$ cat src/rtl/factorial_engine.sv
// Multi-cycle sequence engine: n! (mode 0) or 1+2+..+n (mode 1), one step per clock,
// saturating at all ones with a sticky overflow flag, behind a start/busy/done handshake.
module factorial_engine #(
  parameter int N_W   = 4,
  parameter int RES_W = 32
) (
  input  logic             clk,
  input  logic             rst_n,
  input  logic             start,
  input  logic [N_W-1:0]   n,
  input  logic             mode,
  output logic             busy,
  output logic             done,
  output logic [RES_W-1:0] result,
  output logic             overflow
);

  if (RES_W < N_W + 1) begin : g_bad_res_w
    $error("factorial_engine: RES_W must be at least N_W+1");
  end

  localparam int PW = RES_W + N_W + 1;
  localparam int SW = RES_W + 1;

  localparam logic [N_W:0]     K_ONE    = {{N_W{1'b0}}, 1'b1};
  localparam logic [RES_W-1:0] ACC_ZERO = {RES_W{1'b0}};
  localparam logic [RES_W-1:0] ACC_ONE  = {{(RES_W-1){1'b0}}, 1'b1};
  localparam logic [RES_W-1:0] ACC_SAT  = {RES_W{1'b1}};

  typedef enum logic [0:0] {
    ST_IDLE = 1'b0,
    ST_CALC = 1'b1
  } state_t;

  state_t state_q, state_d;

  logic [N_W-1:0]   n_q, n_d;
  logic             mode_q, mode_d;
  logic [N_W:0]     k_q, k_d;
  logic [RES_W-1:0] acc_q, acc_d;
  logic             ovf_q, ovf_d;
  logic             busy_q, busy_d;
  logic             done_q, done_d;
  logic [RES_W-1:0] result_q, result_d;
  logic             overflow_q, overflow_d;

  logic [PW-1:0]    prod_s;
  logic [SW-1:0]    sum_s;
  logic [RES_W-1:0] step_val_s;
  logic             step_ovf_s;
  logic             calc_done_s;

  // Wide step arithmetic so any excess above RES_W bits is visible for saturation.
  always_comb begin
    prod_s      = PW'(acc_q) * PW'(k_q);
    sum_s       = SW'(acc_q) + SW'(k_q);
    calc_done_s = (k_q > {1'b0, n_q});
    if (mode_q) begin
      step_val_s = sum_s[RES_W-1:0];
      step_ovf_s = sum_s[RES_W];
    end else begin
      step_val_s = prod_s[RES_W-1:0];
      step_ovf_s = |prod_s[PW-1:RES_W];
    end
  end

  // FSM state register.
  always_ff @(posedge clk or negedge rst_n) begin
    if (!rst_n) begin
      state_q <= ST_IDLE;
    end else begin
      state_q <= state_d;
    end
  end

  // FSM next-state logic.
  always_comb begin
    state_d = state_q;
    case (state_q)
      ST_IDLE: begin
        if (start) begin
          state_d = ST_CALC;
        end else begin
          state_d = ST_IDLE;
        end
      end
      ST_CALC: begin
        if (calc_done_s) begin
          state_d = ST_IDLE;
        end else begin
          state_d = ST_CALC;
        end
      end
      default: state_d = ST_IDLE;
    endcase
  end

  // FSM outputs and datapath updates; inputs are only looked at in IDLE.
  always_comb begin
    n_d        = n_q;
    mode_d     = mode_q;
    k_d        = k_q;
    acc_d      = acc_q;
    ovf_d      = ovf_q;
    busy_d     = 1'b0;
    done_d     = 1'b0;
    result_d   = result_q;
    overflow_d = overflow_q;
    case (state_q)
      ST_IDLE: begin
        if (start) begin
          n_d    = n;
          mode_d = mode;
          k_d    = K_ONE;
          acc_d  = mode ? ACC_ZERO : ACC_ONE;
          ovf_d  = 1'b0;
          busy_d = 1'b1;
        end else begin
          busy_d = 1'b0;
        end
      end
      ST_CALC: begin
        if (calc_done_s) begin
          result_d   = acc_q;
          overflow_d = ovf_q;
          done_d     = 1'b1;
          busy_d     = 1'b0;
        end else begin
          // Sticky saturation: once overflowed, stay at all ones until the next request.
          if (step_ovf_s || ovf_q) begin
            acc_d = ACC_SAT;
            ovf_d = 1'b1;
          end else begin
            acc_d = step_val_s;
            ovf_d = 1'b0;
          end
          k_d    = k_q + K_ONE;
          busy_d = 1'b1;
        end
      end
      default: begin
        busy_d = 1'b0;
        done_d = 1'b0;
      end
    endcase
  end

  // Datapath and registered output stage.
  always_ff @(posedge clk or negedge rst_n) begin
    if (!rst_n) begin
      n_q        <= {N_W{1'b0}};
      mode_q     <= 1'b0;
      k_q        <= {(N_W+1){1'b0}};
      acc_q      <= ACC_ZERO;
      ovf_q      <= 1'b0;
      busy_q     <= 1'b0;
      done_q     <= 1'b0;
      result_q   <= ACC_ZERO;
      overflow_q <= 1'b0;
    end else begin
      n_q        <= n_d;
      mode_q     <= mode_d;
      k_q        <= k_d;
      acc_q      <= acc_d;
      ovf_q      <= ovf_d;
      busy_q     <= busy_d;
      done_q     <= done_d;
      result_q   <= result_d;
      overflow_q <= overflow_d;
    end
  end

  assign busy     = busy_q;
  assign done     = done_q;
  assign result   = result_q;
  assign overflow = overflow_q;

endmodule

$ cat config.mk
export PLATFORM = sky130hd
export DESIGN_NAME = factorial_engine
export DESIGN_NICKNAME = d
export VERILOG_FILES = /design/src/rtl/factorial_engine.sv
export SDC_FILE = /design/constraint.sdc
export NUM_CORES = 1
export LEC_CHECK = 0
export CAP_MARGIN = 20
export CORE_UTILIZATION = 65
export DETAILED_ROUTE_END_ITERATION = 12
export PLACE_DENSITY_LB_ADDON = 0.12
export SLEW_MARGIN = 25
export SYNTH_ARGS = -nofsm -noshare
export SYNTH_HDL_FRONTEND = slang
export SYNTH_SLANG_ARGS = --single-unit
$ cat constraint.sdc
create_clock -name clk -period 9.5 [get_ports clk]
set_input_delay 0.95 -clock clk [delete_from_list [all_inputs] [get_ports clk]]
set_output_delay 0.95 -clock clk [all_outputs]
set_load 0.02 [all_outputs]
==> run_results.csv <==
group,metric,value,unit
status,outcome,"complete, no violations",
cts,h-tree-depth,3,
cts,cts_buffers,9,
timing,tightestPinTransition,0.880,ns
critical_path,endpoint_kind,"flop",
final_layout,fin_nets,1298,
timing,finalCritPeriodShare,0.687,
cts,clock-root-buffer,"clkbuf_16",
hold_path,holdPathStages,2,
synth,synth-edff-count,0,
critical_path,cp.required,9.69,ns
route,wirelength,24.8,mm
synth,syn_area,0.00947,sq mm
grt,grt_usage,0.356,
final_layout,nFillCells,1161,
floorplan,die_area,0.0151,sq mm
route,vias,8127,
placed_design,io_buffers,42,
cts,hold_buffers,0,
final_layout,n_antenna_cell,0,
critical_path,cp_num_cells,17,
grt,grt_max_degree,79,
critical_path,cpLargestDelayFamily,"compound AO/OA/AOI/OAI gates",
critical_path,slowest_delay,0.90,ns
cts,cts.sinks,78,
critical_path,critical_path_arrival,6.72,ns
floorplan,num_rows,43,
synth,async_reset_ff_frac,1.00,
critical_path,critPathBufInv,3,
grt,grt_overflow_total,0,
timing,fin_skew,0.00502,ns
critical_path,slowest_stage,"a211oi_4",
final_layout,multiInputGateArea,0.00669,sq mm
synth,syn_avg_cell_area,8.14,sq um
route,ant_nets,0,
placed_design,gp_congestion,0.988,
final_layout,final_layout_size_suffix_gt1_frac,0.0479,
synth,synth_top_area_frac,0.206,
final_layout,area_growth,7.22,%
synth,synth_cells,1164,
critical_path,r2r-start,"k_q[2]",
cts,path_clk_slew,0.07,ns
critical_path,cp_max_fo,21,
synth,seq_area_frac_synth,0.206,
critical_path,critical_path_class,"flop to flop",
critical_path,r2r_cells,17,
route,routed_via_density,6.12,
critical_path,crit_top_cell,"fa_1",
route,wl_per_cell,18.7,um
synth,ys_seq_elements,78,
synth,yosysUniqueCellTypes,66,
floorplan,initial_core_util,0.675,
timing,maxSlewHeadroom,0.412,
route,dr.pass1.iters,5,
cts,cts_resized,0,
critical_path,r2r_end,"acc_q[28]",
grt,grt_antenna_before_repair,0,
cts,cts_tree,"done",
synth,ys.flop_type,"dfrtp_1",
timing,setup_viol,0,
timing,finalMaxSlewViolations,0,
final_layout,finalNonFillerCells,1329,
cts,cts_buffer_depth,2,
hold_path,hp-class,"flop to flop",
job,drv_cap,0,
placed_design,dpl.hpwl,18.3,mm
cts,postCtsSetupRepairBufs,0,
critical_path,worstPathCellList,"buf_4, and2_1, fa_1, fa_1, inv_1, fa_1, inv_1, ha_1, a21oi_1, o211ai_1, a221o_1, a221oi_2, nand3_1, a32oi_1, nand4_2, a211oi_4, a21oi_1",
hold_path,hold_end,"result[2]",
route,drcViolationCount,0,
critical_path,reg2reg_slack,2.97,ns
synth,synth_largest_area_cell,"dfrtp_1",
timing,max_freq,153,MHz
timing,post-route-min-period,6.53,ns
hold_path,min_from,"result[2]",
placed_design,dp.cells,1313,
synth,syn-num-nets,1318,
critical_path,start_kind,"flop",
timing,tns,0,ns
floorplan,coreArea,0.0140,sq mm
final_layout,seq_area,0.00195,sq mm
grt,grt_pass1_vias,8019,
synth,yosys-top-cells-area,"dfrtp_1 (21%), fa_1 (19%), and2_1 (8.5%)",
grt,grt_pass1_wl,41.0,mm
floorplan,pin_count,43,
route,drtIter0Drc,618,
cts,clk_latency,0.34,ns
timing,rsz0062_at_grt,"no",
floorplan,die_y,123,um
timing,finalHoldViolCount,0,
synth,yosys_warnings,0,
floorplan,fp.dieW,123,um
[per-stage QoR]
step	area, sq um	worst slack, ns	utilization	hold WS, ns
2_1_floorplan	9470	4.61	-	0.452
3_3_place_gp	9850	2.86	0.701	0.457
3_5_place_dp	9850	3.08	0.701	0.462
4_1_cts	10200	3.04	0.723	0.478
5_1_grt	10200	2.58	0.723	0.500
6_report	10200	2.97	0.723	0.472
[state kept, by name (all words and copies together) (netlist names)]
signal    flops
acc_q        32
busy          1
done          1
k_q           5
mode_q        1
n_q           4
overflow      1
ovf_q         1
result       32
[Yosys cell counts, drive strengths merged (11+ instances only)]
library cell / n
o211ai: 20
inv: 131
a21oi: 78
fa: 91
nand2: 188
nor3: 11
clkbuf: 67
dfrtp: 78
nand3: 26
and2: 128
and3: 13
nor2: 28
xnor2: 31
xor2: 23
buf: 16
nand4: 16
ha: 55
o21ai: 65
[worst reg2reg max path, stage by stage (launching register included)]
cell,delay (ns)
dfrtp_1,0.79
buf_4,0.37
and2_1,0.19
fa_1,0.46
fa_1,0.56
inv_1,0.06
fa_1,0.53
inv_1,0.04
ha_1,0.43
a21oi_1,0.25
o211ai_1,0.13
a221o_1,0.43
a221oi_2,0.29
nand3_1,0.11
a32oi_1,0.24
nand4_2,0.40
a211oi_4,0.90
a21oi_1,0.18
[layer usage]
layer,vias up,track usage,routed length [um]
li1,3743,-,-
met1,3996,0.492,10600
met2,336,0.587,11800
met3,52,0.0283,1800
met4,0,0.131,646
met5,-,0,0
[cell usage in the layout, fill, tap and decap left out, drive strengths merged, types with 7 or more instances in the layout]
master         count
nand4             16
clkdlybuf4s50     41
nor2b              7
and3              13
nor3              11
ha                55
nand2            188
nand3             26
fa                91
xor2              23
o21a               8
nand2b             8
o21ai             65
inv              134
clkbuf             9
xnor2             31
and2             128
a21oi             78
dfrtp             78
a21o               7
o211ai            20
nor2              28
buf               11
[layout make-up]
type | count | area share
clock inverter | 7 | 0.00788
tap | 180 | 0.0222
multi-input combinational | 872 | 0.658
sequential | 78 | 0.192
inverter | 131 | 0.0484
clock buffer | 9 | 0.0222
timing repair buffer | 52 | 0.0489
[kinds of logic (layout without fill, tap and decap cells)]
group | Yosys count | in the layout | share of synthesized area
AO/OA/AOI/OAI | 225 | 225 | 0.152
XOR/XNOR | 54 | 54 | 0.0499
multiplexers | 7 | 7 | 0.00779
buffers and inverters | 214 | 199 | 0.0882
AND/OR/NAND/NOR | 440 | 440 | 0.231
flip-flops | 78 | 78 | 0.206
adder cells (fa/ha/maj) | 146 | 146 | 0.265
[worst max-delay path by stage]
stage	start	to	slack, ns
5_1_grt	k_q[2]	acc_q[31]	2.58
2_1_floorplan	k_q[3]	acc_q[9]	4.61
4_1_cts	k_q[2]	acc_q[28]	3.04
3_3_place_gp	k_q[4]	acc_q[28]	2.86
3_5_place_dp	k_q[2]	acc_q[28]	3.08
6_report	k_q[2]	acc_q[28]	2.97
Power is left out: the tool's default activity adds up to more than one toggle a clock period on the data nets, which glitch-free logic cannot reach.
